**src/rtl/fir_pkg.sv**
```systemverilog
// Shared types and address helpers for the multi-channel FIR controller.
// Address helpers return plain integers; callers truncate to their bus width.
package fir_pkg;

    typedef enum logic [2:0] {
        ST_INIT,
        ST_WAIT,
        ST_LOAD,
        ST_COMPUTE,
        ST_DRAIN,
        ST_DONE
    } state_e;

    // {ch, idx} with idx occupying the low idx_w bits.
    function automatic int unsigned addr_cat(input int unsigned ch,
                                             input int unsigned idx,
                                             input int unsigned idx_w);
        return (ch << idx_w) | idx;
    endfunction

    // (a - b) mod taps; taps must be a power of two.
    function automatic int unsigned mod_sub(input int unsigned a,
                                            input int unsigned b,
                                            input int unsigned taps);
        return (a - b) & (taps - 1);
    endfunction

endpackage

```
**src/rtl/fir_ctrl_mc_if.sv**
```systemverilog
// Handshake and RAM/ROM/MAC control bundle of the FIR controller.
// master = controller side, slave = sample source / datapath / sink side.
interface fir_ctrl_mc_if #(
    parameter int CH_W  = 1,
    parameter int TAP_W = 4
);
    localparam int AW = CH_W + TAP_W;

    logic            in_valid;
    logic            in_ready;
    logic [CH_W-1:0] in_ch;
    logic            buf_we;
    logic            buf_wsel_zero;
    logic [AW-1:0]   buf_waddr;
    logic [AW-1:0]   buf_raddr;
    logic [AW-1:0]   coef_addr;
    logic            clr_acc;
    logic            acc_en;
    logic            out_valid;
    logic            out_ready;
    logic [CH_W-1:0] out_ch;
    logic            busy;

    modport master (
        input  in_valid, in_ch, out_ready,
        output in_ready, buf_we, buf_wsel_zero, buf_waddr, buf_raddr,
               coef_addr, clr_acc, acc_en, out_valid, out_ch, busy
    );

    modport slave (
        output in_valid, in_ch, out_ready,
        input  in_ready, buf_we, buf_wsel_zero, buf_waddr, buf_raddr,
               coef_addr, clr_acc, acc_en, out_valid, out_ch, busy
    );

endinterface

```
**src/rtl/fir_wptr_bank.sv**
```systemverilog
// Per-channel circular-buffer write pointers; each wraps naturally at 2**TAP_W.
// Read is a combinational mux by channel; increments take effect next cycle.
module fir_wptr_bank #(
    parameter int CHANNELS = 2,
    parameter int TAP_W    = 4,
    parameter int CH_W     = 1
) (
    input  logic                clk,
    input  logic                rst,
    input  logic [CHANNELS-1:0] inc_en_i,
    input  logic [CH_W-1:0]     rd_ch_i,
    output logic [TAP_W-1:0]    rd_ptr_o
);

    logic [TAP_W-1:0] ptr_q [CHANNELS];
    logic [TAP_W-1:0] ptr_d [CHANNELS];

    always_comb begin
        for (int c = 0; c < CHANNELS; c++) begin
            ptr_d[c] = inc_en_i[c] ? ptr_q[c] + 1'b1 : ptr_q[c];
        end
    end

    always_ff @(posedge clk or negedge rst) begin
        if (!rst) begin
            for (int c = 0; c < CHANNELS; c++) ptr_q[c] <= '0;
        end else begin
            for (int c = 0; c < CHANNELS; c++) ptr_q[c] <= ptr_d[c];
        end
    end

    always_comb begin
        rd_ptr_o = '0;
        for (int c = 0; c < CHANNELS; c++) begin
            if (rd_ch_i == CH_W'(c)) rd_ptr_o = ptr_q[c];
        end
    end

endmodule

```
**src/rtl/fir_ctrl_mc.sv**
```systemverilog
// Time-multiplexed MAC sequencer for CHANNELS FIR channels of TAPS taps; zero-fills sample RAM after reset.
// Accept-to-result 1+TAPS+MAC_LAT+1 cycles; one sample in flight, result held until out_ready.
module fir_ctrl_mc
    import fir_pkg::*;
#(
    parameter int TAPS     = 16,
    parameter int CHANNELS = 2,
    parameter int MAC_LAT  = 2,
    parameter int TAP_W    = $clog2(TAPS),
    parameter int CH_W     = (CHANNELS > 1) ? $clog2(CHANNELS) : 1
) (
    input  logic          clk,
    input  logic          rst,
    fir_ctrl_mc_if.master bus
);

    localparam int AW   = CH_W + TAP_W;
    localparam int DR_W = (MAC_LAT > 1) ? $clog2(MAC_LAT) : 1;

    localparam logic [AW-1:0]    SWEEP_LAST = AW'(CHANNELS * TAPS - 1);
    localparam logic [TAP_W-1:0] K_LAST     = TAP_W'(TAPS - 1);
    localparam logic [DR_W-1:0]  DRAIN_LAST = DR_W'(MAC_LAT - 1);
    localparam logic [CH_W:0]    CH_LIM     = (CH_W + 1)'(CHANNELS);

    state_e            state_q, state_d;
    logic [AW-1:0]     sweep_q, sweep_d;
    logic [TAP_W-1:0]  k_q, k_d;
    logic [DR_W-1:0]   drain_q, drain_d;
    logic [CH_W-1:0]   cur_ch_q, cur_ch_d;
    logic              wptr_adv;
    logic [CHANNELS-1:0] inc_en;
    logic [TAP_W-1:0]  wptr_rd;
    logic              ch_ok;

    logic              in_ready_q, in_ready_d;
    logic              buf_we_q, buf_we_d;
    logic              wsel_zero_q, wsel_zero_d;
    logic [AW-1:0]     waddr_q, waddr_d;
    logic [AW-1:0]     raddr_q, raddr_d;
    logic [AW-1:0]     coef_q, coef_d;
    logic              clr_acc_q, clr_acc_d;
    logic              acc_en_q, acc_en_d;
    logic              out_valid_q, out_valid_d;
    logic [CH_W-1:0]   out_ch_q, out_ch_d;
    logic              busy_q, busy_d;

    assign ch_ok = ({1'b0, bus.in_ch} < CH_LIM);

    always_comb begin
        for (int c = 0; c < CHANNELS; c++) begin
            inc_en[c] = wptr_adv && (cur_ch_q == CH_W'(c));
        end
    end

    fir_wptr_bank #(
        .CHANNELS (CHANNELS),
        .TAP_W    (TAP_W),
        .CH_W     (CH_W)
    ) u_wptr (
        .clk      (clk),
        .rst      (rst),
        .inc_en_i (inc_en),
        .rd_ch_i  (cur_ch_d),
        .rd_ptr_o (wptr_rd)
    );

    // Next-state logic. The sweep only advances once the first zero-write
    // strobe is actually on the bus, so address 0 is never skipped after reset.
    always_comb begin
        state_d  = state_q;
        sweep_d  = sweep_q;
        k_d      = k_q;
        drain_d  = drain_q;
        cur_ch_d = cur_ch_q;
        wptr_adv = 1'b0;
        case (state_q)
            ST_INIT: begin
                if (buf_we_q) begin
                    if (sweep_q == SWEEP_LAST) begin
                        sweep_d = '0;
                        state_d = ST_WAIT;
                    end else begin
                        sweep_d = sweep_q + 1'b1;
                    end
                end
            end
            ST_WAIT: begin
                if (bus.in_valid && ch_ok) begin
                    cur_ch_d = bus.in_ch;
                    state_d  = ST_LOAD;
                end
            end
            ST_LOAD: begin
                k_d     = '0;
                state_d = ST_COMPUTE;
            end
            ST_COMPUTE: begin
                k_d = k_q + 1'b1;
                if (k_q == K_LAST) begin
                    drain_d = '0;
                    state_d = (MAC_LAT == 0) ? ST_DONE : ST_DRAIN;
                end
            end
            ST_DRAIN: begin
                if (drain_q == DRAIN_LAST) state_d = ST_DONE;
                else                       drain_d = drain_q + 1'b1;
            end
            ST_DONE: begin
                if (bus.out_ready) begin
                    wptr_adv = 1'b1;
                    state_d  = ST_WAIT;
                end
            end
            default: begin
                state_d = ST_INIT;
                sweep_d = '0;
                k_d     = '0;
            end
        endcase
    end

    // Output decode of the next state, registered alongside it.
    always_comb begin
        in_ready_d  = (state_d == ST_WAIT);
        clr_acc_d   = (state_d == ST_WAIT);
        busy_d      = (state_d != ST_WAIT);
        buf_we_d    = (state_d == ST_INIT) || (state_d == ST_LOAD);
        wsel_zero_d = (state_d == ST_INIT);
        acc_en_d    = (state_d == ST_COMPUTE);
        out_valid_d = (state_d == ST_DONE);
        out_ch_d    = (state_d == ST_DONE) ? cur_ch_d : out_ch_q;
        waddr_d     = '0;
        raddr_d     = '0;
        coef_d      = '0;
        if (state_d == ST_INIT) begin
            waddr_d = sweep_d;
        end else if (state_d == ST_LOAD) begin
            waddr_d = AW'(addr_cat(32'(cur_ch_d), 32'(wptr_rd), TAP_W));
        end
        if (state_d == ST_COMPUTE) begin
            coef_d  = AW'(addr_cat(32'(cur_ch_d), 32'(k_d), TAP_W));
            raddr_d = AW'(addr_cat(32'(cur_ch_d),
                                   mod_sub(32'(wptr_rd), 32'(k_d), TAPS), TAP_W));
        end
    end

    always_ff @(posedge clk or negedge rst) begin
        if (!rst) begin
            state_q     <= ST_INIT;
            sweep_q     <= '0;
            k_q         <= '0;
            drain_q     <= '0;
            cur_ch_q    <= '0;
            in_ready_q  <= 1'b0;
            buf_we_q    <= 1'b0;
            wsel_zero_q <= 1'b0;
            waddr_q     <= '0;
            raddr_q     <= '0;
            coef_q      <= '0;
            clr_acc_q   <= 1'b0;
            acc_en_q    <= 1'b0;
            out_valid_q <= 1'b0;
            out_ch_q    <= '0;
            busy_q      <= 1'b1;
        end else begin
            state_q     <= state_d;
            sweep_q     <= sweep_d;
            k_q         <= k_d;
            drain_q     <= drain_d;
            cur_ch_q    <= cur_ch_d;
            in_ready_q  <= in_ready_d;
            buf_we_q    <= buf_we_d;
            wsel_zero_q <= wsel_zero_d;
            waddr_q     <= waddr_d;
            raddr_q     <= raddr_d;
            coef_q      <= coef_d;
            clr_acc_q   <= clr_acc_d;
            acc_en_q    <= acc_en_d;
            out_valid_q <= out_valid_d;
            out_ch_q    <= out_ch_d;
            busy_q      <= busy_d;
        end
    end

    assign bus.in_ready      = in_ready_q;
    assign bus.buf_we        = buf_we_q;
    assign bus.buf_wsel_zero = wsel_zero_q;
    assign bus.buf_waddr     = waddr_q;
    assign bus.buf_raddr     = raddr_q;
    assign bus.coef_addr     = coef_q;
    assign bus.clr_acc       = clr_acc_q;
    assign bus.acc_en        = acc_en_q;
    assign bus.out_valid     = out_valid_q;
    assign bus.out_ch        = out_ch_q;
    assign bus.busy          = busy_q;

endmodule

```
**src/flat_wrapper.sv**
```systemverilog
// flat-port wrapper written by rule: the top's interface ports become plain ports
module fir_ctrl_mc_flat import fir_pkg::*;
#(
    parameter int TAPS     = 16,
    parameter int CHANNELS = 2,
    parameter int MAC_LAT  = 2,
    parameter int TAP_W    = $clog2(TAPS),
    parameter int CH_W     = (CHANNELS > 1) ? $clog2(CHANNELS) : 1
)
  (clk, rst, bus_in_valid, bus_in_ch, bus_out_ready, bus_in_ready, bus_buf_we, bus_buf_wsel_zero, bus_buf_waddr, bus_buf_raddr, bus_coef_addr, bus_clr_acc, bus_acc_en, bus_out_valid, bus_out_ch, bus_busy);
  fir_ctrl_mc_if #(.CH_W(CH_W), .TAP_W(TAP_W)) bus_i ();
  input  logic clk;
  input  logic rst;
  input wire logic [$bits(bus_i.in_valid)-1:0] bus_in_valid;
  input wire logic [$bits(bus_i.in_ch)-1:0] bus_in_ch;
  input wire logic [$bits(bus_i.out_ready)-1:0] bus_out_ready;
  output wire logic [$bits(bus_i.in_ready)-1:0] bus_in_ready;
  output wire logic [$bits(bus_i.buf_we)-1:0] bus_buf_we;
  output wire logic [$bits(bus_i.buf_wsel_zero)-1:0] bus_buf_wsel_zero;
  output wire logic [$bits(bus_i.buf_waddr)-1:0] bus_buf_waddr;
  output wire logic [$bits(bus_i.buf_raddr)-1:0] bus_buf_raddr;
  output wire logic [$bits(bus_i.coef_addr)-1:0] bus_coef_addr;
  output wire logic [$bits(bus_i.clr_acc)-1:0] bus_clr_acc;
  output wire logic [$bits(bus_i.acc_en)-1:0] bus_acc_en;
  output wire logic [$bits(bus_i.out_valid)-1:0] bus_out_valid;
  output wire logic [$bits(bus_i.out_ch)-1:0] bus_out_ch;
  output wire logic [$bits(bus_i.busy)-1:0] bus_busy;
  assign bus_i.in_valid = bus_in_valid;
  assign bus_i.in_ch = bus_in_ch;
  assign bus_i.out_ready = bus_out_ready;
  assign bus_in_ready = bus_i.in_ready;
  assign bus_buf_we = bus_i.buf_we;
  assign bus_buf_wsel_zero = bus_i.buf_wsel_zero;
  assign bus_buf_waddr = bus_i.buf_waddr;
  assign bus_buf_raddr = bus_i.buf_raddr;
  assign bus_coef_addr = bus_i.coef_addr;
  assign bus_clr_acc = bus_i.clr_acc;
  assign bus_acc_en = bus_i.acc_en;
  assign bus_out_valid = bus_i.out_valid;
  assign bus_out_ch = bus_i.out_ch;
  assign bus_busy = bus_i.busy;
  fir_ctrl_mc #(.TAPS(TAPS), .CHANNELS(CHANNELS), .MAC_LAT(MAC_LAT), .TAP_W(TAP_W), .CH_W(CH_W)) u_core (.clk(clk), .rst(rst), .bus(bus_i));
endmodule
```
**config.mk**
```make
export PLATFORM = sky130hd
export DESIGN_NAME = fir_ctrl_mc_flat
export DESIGN_NICKNAME = d
export VERILOG_FILES = /design/src/rtl/fir_pkg.sv /design/src/rtl/fir_ctrl_mc_if.sv /design/src/rtl/fir_wptr_bank.sv /design/src/rtl/fir_ctrl_mc.sv /design/src/flat_wrapper.sv
export SDC_FILE = /design/constraint.sdc
export NUM_CORES = 1
export LEC_CHECK = 0
export CAP_MARGIN = 20
export CORE_MARGIN = 5
export CORE_UTILIZATION = 55
export CTS_BUF_LIST = sky130_fd_sc_hd__clkbuf_2
export CTS_CLUSTER_SIZE = 16
export DETAILED_ROUTE_END_ITERATION = 16
export PLACE_DENSITY = 0.8
export SETUP_SLACK_MARGIN = 0.02
export SLEW_MARGIN = 0
export SYNTH_ARGS = -nofsm -noshare
export SYNTH_HDL_FRONTEND = slang
export SYNTH_SLANG_ARGS = --single-unit
```
**constraint.sdc**
```tcl
create_clock -name clk -period 6.9 [get_ports clk]
set_input_delay 1.035 -clock clk [delete_from_list [all_inputs] [get_ports clk]]
set_output_delay 1.035 -clock clk [all_outputs]
set_load 0.1 [all_outputs]
```
==> results by group <==
Status
  – Status: completed

Flow run
  – Max-Cap Viols: 0

Setup path
  – Data required time of the worst path: 7230 ps
  – Crit start category: input pin
  – Family of cells with the greatest summed delay on the critical path: multiplexers
  – Slowest stage delay, CP: 540 ps
  – Cell at the slowest stage of the critical path: sky130_fd_sc_hd__clkdlybuf4s50_1
  – Critical path class: in -> reg
  – Top fanout value on the critical path: 7
  – Critical Path AT: 3770 ps
  – Ordered list of cells on the worst path: clkdlybuf4s50_1, nand4bb_1, mux2i_4, mux2i_1, inv_1, ha_1, a21o_1, a21oi_1, xnor3_1, and2_1
  – Buf/Inv on CP: 2
  – Critical Path Sink Type: flop

Finish
  – Area growth, synth to finish: 19.2%
  – Most common library cell in the layout ignoring fill and taps: sky130_fd_sc_hd__dfrtp_1
  – Net count, final: 219
  – Most frequent cells in the layout: 42 x sky130_fd_sc_hd__dfrtp_1, 26 x sky130_fd_sc_hd__clkdlybuf4s50_1, 15 x sky130_fd_sc_hd__nand2_1
  – Share of post-route cells with drive strength above 1: 7.28%
  – Antenna diodes: 0
  – Final core utilization: 69.1%

Synth
  – Share of synthesized area spent on multiplexers: 5.47%
  – Prevailing post-synth register cell: sky130_fd_sc_hd__dfrtp_1
  – Instance count of the mapped netlist: 178
  – Sequential element share of the synthesized area: 54.8%
  – Synth unique cells: 38
  – Main combinational cell family by area after synthesis: simple AND/OR/NAND/NOR gates
  – EDFF count, synth: 0
  – Share of synthesized cell area in full adder, half adder and majority cells: 6.11%
  – XOR/XNOR share of the synthesized area: 6.05%
  – Compound-gate portion of the synthesized area: 9.23%
  – Synthesis warning total: 0
  – Fraction of registers with async set or reset after synthesis: 100%
  – Nets in the synthesized netlist: 192
  – Post-synthesis share of cell area spent on and, or, nand and nor gates: 14.1%
  – Synthesized area per cell: 11.0 µm²
  – Post-Synthesis Cell Area: 1970 µm²
  – Post-synthesis register bit count: 43

Timing
  – Fin. max-slew vios: 0
  – Unrepaired setup endpoints after global routing: no
  – Actual transition at the worst max-transition pin: 972 ps
  – Final period util: 49.8%
  – # setup viols final: 0
  – Normalized max-slew margin: 35.0%
  – Shortest clock period the worst path allows after layout: 3440 ps
  – Maximum operating frequency: 291 MHz
  – Worst hold margin: 514 ps
  – Number of hold-slack violations in the final timing report: 0
  – Final setup TNS: 0 ps
  – Setup skew after layout: 23.1 ps

Clock network
  – Number of gates given a new drive strength after cts: 0
  – CTS tree: done
  – Post-CTS setup-driven buffer insertion count: 0
  – Clock root cell: sky130_fd_sc_hd__clkbuf_2
  – Clock Sinks: 43
  – Clock buffer depth: 2
  – CTS clk-pin slew, worst paths: 200 ps
  – Clk_lat worst skew: 420 ps
  – H-tree Lvls: 2
  – Count of hold-fix buffers inserted at cts: 0
  – TritonCTS buffer count: 5

Route
  – Post-route ant nets: 0
  – DRC violation count after routing: 0
  – First drt pass iteration count: 4
  – DR vias: 1388
  – Number of DRC markers after the initial detailed-route iteration: 59
  – Drt via density: 5.51
  – Routed WL: 3720 µm
  – Routed length per instance: 14.7 µm

Floorplan
  – Area of the die: 4870 µm²
  – Area of the core: 3390 µm²
  – Number of top-level pins: 28
  – Die Wd: 69.8 µm
  – Die outline height: 69.8 µm
  – Initial cell density of the core: 58.0%
  – FP Rows: 21

Global route
  – Overflow after GRT: 0
  – Vias in the first global route: 1372
  – Antenna violations before repair: 0
  – Global routing usage summed across all routing layers: 16.3%
  – First-pass GRT wire length: 6200 µm
  – Maximum number of pins on one net before global-route repair: 44

Power
  – Comb pwr share: 52.5%
  – Net switching fraction of the power: 49.3%
  – Final total power: 1.13 mW
  – Lkg Pwr: 1.12 nW
  – Sw Pwr: 557 µW
  – Clock power frac: 15.7%
  – Cell internal power dissipation: 573 µW
  – Power per unit of standard cell area: 483 nW/µm²
  – Seq pwr share: 31.8%
  – Largest vdd supply drop: 0.466 mV

Place
  – Final HPWL DP: 2740 µm
  – # port buffers: 27
  – Placer's final routability congestion estimate: 0.828

Hold path
  – Worst hold path class: reg -> reg
-- worst paths after layout --
path,startpoint,end,slack (ps),cells past startpoint
max,bus_in_valid,u_core.bus.buf_raddr[3],3460,10
min,u_core.u_wptr.ptr_q[7],u_core.u_wptr.ptr_q[7],510,1
max reg2reg,u_core.state_q[1],u_core.bus.buf_raddr[3],3890,9
min reg2reg,u_core.u_wptr.ptr_q[7],u_core.u_wptr.ptr_q[7],510,1
max in group asynchronous,rst,u_core.sweep_q[1],5610,1
min in group asynchronous,rst,u_core.bus.out_ch,710,1
-- sequential cells by signal, indices dropped and copies added, names as in the netlist --
signal	cells
u_core.bus.out_ch	1
u_core.k_q	4
u_core.bus.buf_wsel_zero	1
u_core.bus.in_ready	1
u_core.cur_ch_q	1
u_core.u_wptr.ptr_q	8
u_core.drain_q	1
u_core.state_q	3
u_core.bus.buf_we	1
u_core.bus.busy	1
u_core.bus.out_valid	1
u_core.sweep_q	5
u_core.bus.coef_addr	5
u_core.bus.buf_raddr	4
u_core.bus.acc_en	1
u_core.bus.buf_waddr	5
-- Yosys cell counts, types with 2 or more instances --
| library cell | instances | share of area [%] |
|---|---|---|
| sky130_fd_sc_hd__clkbuf_1 | 2 | 0.38 |
| sky130_fd_sc_hd__ha_1 | 8 | 5.1 |
| sky130_fd_sc_hd__and2_1 | 5 | 1.6 |
| sky130_fd_sc_hd__nor2b_1 | 2 | 0.64 |
| sky130_fd_sc_hd__nand4_1 | 4 | 1.3 |
| sky130_fd_sc_hd__o21ai_0 | 9 | 2.3 |
| sky130_fd_sc_hd__dfrtp_1 | 42 | 53 |
| sky130_fd_sc_hd__and3_1 | 3 | 0.95 |
| sky130_fd_sc_hd__mux2i_1 | 4 | 2.0 |
| sky130_fd_sc_hd__xor2_1 | 6 | 2.7 |
| sky130_fd_sc_hd__nor2_1 | 14 | 2.7 |
| sky130_fd_sc_hd__inv_1 | 12 | 2.3 |
| sky130_fd_sc_hd__o22ai_1 | 3 | 0.95 |
| sky130_fd_sc_hd__o31ai_1 | 2 | 0.76 |
| sky130_fd_sc_hd__mux2_2 | 4 | 2.3 |
| sky130_fd_sc_hd__nand3_1 | 6 | 1.5 |
| sky130_fd_sc_hd__nand2_1 | 15 | 2.9 |
| sky130_fd_sc_hd__buf_4 | 3 | 1.1 |
| sky130_fd_sc_hd__xnor2_1 | 5 | 2.2 |
| sky130_fd_sc_hd__a21oi_1 | 10 | 2.5 |
| sky130_fd_sc_hd__nand2b_1 | 2 | 0.64 |
-- logic make-up after synthesis --
family,after synthesis
buffers and inverters,19
adders and majority gates,9
AOI/OAI and AO/OA,30
muxes,9
and+or+nand+nor,56
DFF,43
xor gates and xnor gates,12
-- worst register-to-register path, stage by stage (launching register included) --
cell and delay (ps):
sky130_fd_sc_hd__dfrtp_1 650, sky130_fd_sc_hd__nand4bb_1 370, sky130_fd_sc_hd__mux2i_4 410, sky130_fd_sc_hd__mux2i_1 400, sky130_fd_sc_hd__inv_1 100, sky130_fd_sc_hd__ha_1 300, sky130_fd_sc_hd__a21o_1 160, sky130_fd_sc_hd__a21oi_1 150
sky130_fd_sc_hd__xnor3_1 210, sky130_fd_sc_hd__and2_1 160
-- stage by stage --
step / setup slack [ps] / instances / instance area, µm²
2_1_floorplan: 3860 / 178 / 1970
3_3_place_gp: 3120 / 244 / 2250
3_5_place_dp: 3020 / 244 / 2250
4_1_cts: 3480 / 252 / 2340
5_1_grt: 3300 / 252 / 2340
6_report: 3460 / 252 / 2340
-- power by group through the flow --
| stage | Clock [mW] | Sequential (mW) | Combinational [mW] |
|---|---|---|---|
| finish | 0.178 | 0.359 | 0.593 |
| floorplan | 0 | 0.590 | 0.239 |
| global route | 0.194 | 0.368 | 0.627 |
| global placement | 0 | 0.361 | 0.588 |
| CTS | 0.182 | 0.359 | 0.598 |
| detailed placement | 0 | 0.364 | 0.596 |
-- routing by layer --
layer | global-route usage, % | up-vias | routed length, µm
met5 | 0 | - | 0
met4 | 7.23 | 0 | 87
met3 | 5.36 | 10 | 276
met2 | 27.4 | 51 | 1800
met1 | 18.8 | 665 | 1550
li1 | - | 662 | -
-- layout make-up --
cell class	instances	area (µm²)
Clock buffer	5	25.0
Clock inverter	3	67.6
Fill cell	230	1050
Inverter	12	45.0
Multi-Input combinational cell	116	805
Sequential cell	43	1080
Tap cell	46	57.6
Timing Repair Buffer	27	265
No activity file was read; power rests on OpenSTA's default activity.
==> edit 1, RTL diff (same settings) <==
Make the reset (`rst`) synchronous in 2 clocked blocks.
--- a/src/rtl/fir_wptr_bank.sv
+++ b/src/rtl/fir_wptr_bank.sv
@@ -22,5 +22,5 @@
     end
 
-    always_ff @(posedge clk or negedge rst) begin
+    always_ff @(posedge clk) begin
         if (!rst) begin
             for (int c = 0; c < CHANNELS; c++) ptr_q[c] <= '0;
--- a/src/rtl/fir_ctrl_mc.sv
+++ b/src/rtl/fir_ctrl_mc.sv
@@ -145,5 +145,5 @@
     end
 
-    always_ff @(posedge clk or negedge rst) begin
+    always_ff @(posedge clk) begin
         if (!rst) begin
             state_q     <= ST_INIT;
Formal check against the unedited RTL: differs if rst is asserted again (counterexample within 4 cycles, from zero or initial values and one cycle with rst low); with rst held inactive, the same outputs for 10 cycles.
==> edit 1 against the unedited design <==
Sequential cell count did not move; via count increased by 9.1%; worst hold slack worse by 0.0017 ns; design area decreased by 6.2%; setup slack improved by 0.16 ns; wire length is 0.73% higher; synthesized cell count is 16% higher; synthesized area down 4.7%; count of clock-buffer cells in the layout unchanged; critical path type unchanged; highest routed layer unchanged.
Power is not compared: it rests on default switching activity, and its combinational part moved more than twofold at a synthesized area within 25%.
==> edit 1: results (changes against the unedited design) <==
Route
  – Final wirelength: 3.743 mm (was 3.716 mm)
  – Via Count: 1514 (was 1388)
  – Drt pass-1 iters: 4 (unchanged)
  – Drt first-iter violations: 108 (was 59)

Critical path
  – Critical Path Sink: u_core.bus.buf_raddr[3] (unchanged)
  – CP top delay family: multiplexers (unchanged)
  – Worst Path Arrival: 3.62 ns (was 3.77 ns)
  – Crit Reg-Reg Startpoint: u_core.state_q[1] (unchanged)
  – Flop2flop setup slack: 4.00 ns (was 3.89 ns)
  – Crit-path max cell delay: 0.52 ns (was 0.54 ns)
  – CP max FO: 8 (was 7)

Min path
  – Hold Crit Class: reg2reg (unchanged)
  – Hold path start: u_core.drain_q (was u_core.u_wptr.ptr_q[7])
  – Worst Hold End: u_core.drain_q (was u_core.u_wptr.ptr_q[7])
  – Hold Crit Depth: 2 (was 1)

Placement
  – Placed cell area: 2162 sq um (was 2250 sq um)
  – GP Congestion: 0.8185 (was 0.8281)
  – DPL Wire Length: 2.832 mm (was 2.738 mm)
  – Port Buf Inserts: 27 (unchanged)

STA
  – Final Skew: 0.008087 ns (was 0.02309 ns)
  – Pins Over Slew Limit: 0 (unchanged)
  – Rel. slew slack: 0.3472 (was 0.3502)

Synth
  – XOR/XNOR share of the synthesized area: 0.04542 (was 0.06047)
  – Post-synthesis adder-cell area fraction: 0.06413 (was 0.06111)
  – Register area share after synthesis: 0.4596 (was 0.5481)
  – Yosys cell types: 40 (was 38)
  – Synth area leaders: dfxtp_1, nor2_1, ha_1 (was dfrtp_1, ha_1, nand2_1)
  – Mux contribution to synthesized area: 0.04943 (was 0.05474)
  – Async set-reset flop share out of synthesis: 0 (was 1.000)
  – Synth cell count leaders: dfxtp_1, nor2_1, nand2_1 (was dfrtp_1, nand2_1, nor2_1)
  – Post-Syn Nets: 221 (was 192)
  – Yosys warns: 0 (unchanged)
  – Compound-gate portion of the synthesized area: 0.1089 (was 0.09230)

Pwr
  – P_sw: 0.00009526 W
  – Worst vdd ir: 145.7 uV

Finish
  – Filler cells: 291 (was 230)
  – Largest register FFs: 8 (unchanged)
  – Nets: 247 (was 219)
  – Diodes inserted: 0 (unchanged)
  – Layout cells sized above 1: 0.04292 (was 0.07282)

Clocking
  – Worst-Skew Late Latency: 0.38 ns (was 0.42 ns)
  – CTS max path bufs: 2 (unchanged)
  – Total setup buffers inserted after CTS: 0 (unchanged)

Global routing
  – Number of global-route vias before repair: 1445 (was 1372)
  – First-pass GRT wire length: 6.361 mm (was 6.203 mm)
  – Pin count of the biggest net entering global routing: 26 (was 44)
  – Overall routing resource usage: 0.1838 (was 0.1629)
  – Antenna violations before repair: 0 (unchanged)

Run status
  – Status: finished clean (unchanged)

Job
  – Max_cap viols: 0 (unchanged)
edit 1: cell count changes in the layout (fill, tap and decap cells not counted), moves of 3 or more:
cell	delta
a21oi_1	+4
mux2_2	-4
nand2_1	+3
nor2b_1	+4
o21ai_0	-5
mux2i_1	+3
and2_1	+3
dfrtp_1	-42
dfxtp_1	+43
nor2_1	+14
edit 1: stage by stage:
step	std cells	hold slack (ns)	utilization	worst slack, ns
CTS	279	0.5162	0.6633	3.653
global route	279	0.5563	0.6633	3.416
global placement	272	0.4840	0.6531	3.288
floorplan	207	0.4636	-	3.919
detailed placement	272	0.4890	0.6531	3.219
finish	279	0.5119	0.6633	3.622
edit 1: area by class of cell:
cell class / instances / area share
clock buffers: 5 / 0.01140
flip-flops and latches: 43 / 0.3920
multi-input cells: 143 / 0.4211
repair buffers: 27 / 0.1231
well taps: 46 / 0.02621
clock inverters: 2 / 0.003989
inverters: 13 / 0.02222
edit 1: power groups by stage:
stage	Clock (W)	Combinational (W)	Sequential (W)
6_report	0.0000953	0.0000268	0.000253
4_1_cts	0.0000987	0.0000268	0.000253
3_3_place_gp	0	0.0000265	0.000258
3_5_place_dp	0	0.0000266	0.000258
2_1_floorplan	0	0.00000674	0.000269
5_1_grt	0.000109	0.0000283	0.000254
edit 1: worst reg2reg max path, cell delays in order (launching register included):
cell	delay, ns
dfxtp_1	0.82
and4bb_4	0.31
mux2i_4	0.33
mux2i_1	0.40
inv_1	0.09
ha_1	0.30
a21o_1	0.15
a21oi_1	0.15
xor3_1	0.23
nor2_1	0.08
edit 1: per-layer routing:
metal	vias up	share of wire	GRT usage	wire, microns
li1	752	-	-	-
met1	722	0.45	0.2308	1683
met2	35	0.48	0.2984	1792
met3	5	0.063	0.06732	237
met4	0	0.0080	0.04467	30
met5	-	0	0	0
==> edit 2, RTL diff (same settings) <==
Without the edit above. `TAPS` is set to 16 in 2 places; all go to 8.
--- a/src/rtl/fir_ctrl_mc.sv
+++ b/src/rtl/fir_ctrl_mc.sv
@@ -4,5 +4,5 @@
     import fir_pkg::*;
 #(
-    parameter int TAPS     = 16,
+    parameter int TAPS     = 8,
     parameter int CHANNELS = 2,
     parameter int MAC_LAT  = 2,
--- a/src/flat_wrapper.sv
+++ b/src/flat_wrapper.sv
@@ -2,5 +2,5 @@
 module fir_ctrl_mc_flat import fir_pkg::*;
 #(
-    parameter int TAPS     = 16,
+    parameter int TAPS     = 8,
     parameter int CHANNELS = 2,
     parameter int MAC_LAT  = 2,
Interface: changed (resized bus_buf_raddr, bus_buf_waddr and bus_coef_addr); port bits go from 28 to 25. No check against the original RTL was run, so the function may have changed too.
==> edit 2 against the unedited design <==
Global-route usage is 2.2 points higher; critical path depth is 1 lower; wire length is 8.6% lower; synthesized area is 15% lower; non-clock buffer count is 2 lower; setup slack better by 0.33 ns; clock skew is 0.0040 ns higher; critical path type unchanged; die area is 12% lower; design area is 15% lower; sequential cell count is 7 lower.
Power is not shown: default switching activity piles up to over one toggle a cycle in this logic, so the estimate is an artifact.
==> edit 2: results (changes against the unedited design) <==
Critical path
  – Worst Path Arrival: 3.43 ns (was 3.77 ns)
  – CP top delay family: adder cells (was multiplexers)
  – CP max FO: 6 (was 7)
  – Crit-path max cell delay: 0.52 ns (was 0.54 ns)
  – Reg-to-Reg End: u_core.bus.buf_raddr[2] (was u_core.bus.buf_raddr[3])
  – Flop2flop setup slack: 4.10 ns (was 3.89 ns)
  – Worst r2r path cells: 8 (was 9)

Clocking
  – Worst-Skew Late Latency: 0.39 ns (was 0.42 ns)
  – Clock-pin slew on the worst setup and hold paths: 0.18 ns (was 0.20 ns)

Global routing
  – Pin count of the biggest net entering global routing: 37 (was 44)
  – GR Layer Usage met1: 0.2284 (was 0.1882)
  – Overall routing resource usage: 0.1852 (was 0.1629)
  – M3 GR Usage: 0.06838 (was 0.05362)
  – Met2 GRT Util: 0.2933 (was 0.2739)
  – Number of global-route vias before repair: 1253 (was 1372)

Placement
  – Placed cell area: 1936 sq um (was 2250 sq um)
  – GP Congestion: 0.8536 (was 0.8281)
  – Port Buf Inserts: 24 (was 27)
  – DPL Wire Length: 2.375 mm (was 2.738 mm)
  – Placed Cells: 204 (was 244)

Finish
  – Layout cells sized above 1: 0.08939 (was 0.07282)
  – Nets: 190 (was 219)
  – Largest register FFs: 6 (was 8)
  – Non-Filler Instances: 212 (was 252)

Route
  – Wire length on met2: 1.669 mm (was 1.802 mm)
  – Met3 routed WL: 240 microns (was 276 microns)
  – Final wirelength: 3.397 mm (was 3.716 mm)
  – Routed vias/inst: 5.802 (was 5.508)

Run status
  – Status: finished clean (unchanged)

STA
  – Worst Tran Pin Value: 0.9821 ns (was 0.9717 ns)
  – Ratio of final minimum period to clock period: 0.4504 (was 0.4985)

Synth
  – Post-synthesis adder-cell area fraction: 0.05659 (was 0.06111)
  – Post-Syn Nets: 164 (was 192)
  – XOR/XNOR share of the synthesized area: 0.04691 (was 0.06047)
  – Mux contribution to synthesized area: 0.05063 (was 0.05474)
  – Synth area leaders: dfrtp_1, ha_1, nor2_1 (was dfrtp_1, ha_1, nand2_1)
  – Synth cell count leaders: dfrtp_1, nor2_1, nand2_1 (was dfrtp_1, nand2_1, nor2_1)
==> edit 2: area by class of cell <==
class | instances | area [sq um]
clock buffers | 6 | 30.03
clock inverters | 2 | 35.03
fillers | 225 | 1002
inverters | 9 | 33.78
multi-input cells | 101 | 710.7
flip-flops and latches | 36 | 902.1
well taps | 33 | 41.29
repair buffers | 25 | 247.7
==> edit 2: worst min path at each step <==
stage	startpoint	endpoint	slack, ns	depth (start not counted)
after global placement	u_core.u_wptr.ptr_q[5]	u_core.u_wptr.ptr_q[5]	0.49	1
after detailed placement	u_core.u_wptr.ptr_q[3]	u_core.u_wptr.ptr_q[3]	0.50	1
final	u_core.u_wptr.ptr_q[3]	u_core.u_wptr.ptr_q[3]	0.53	1
after global routing	u_core.u_wptr.ptr_q[5]	u_core.u_wptr.ptr_q[5]	0.57	1
after floorplan	u_core.u_wptr.ptr_q[5]	u_core.u_wptr.ptr_q[5]	0.46	1
after CTS	u_core.u_wptr.ptr_q[3]	u_core.u_wptr.ptr_q[3]	0.53	1
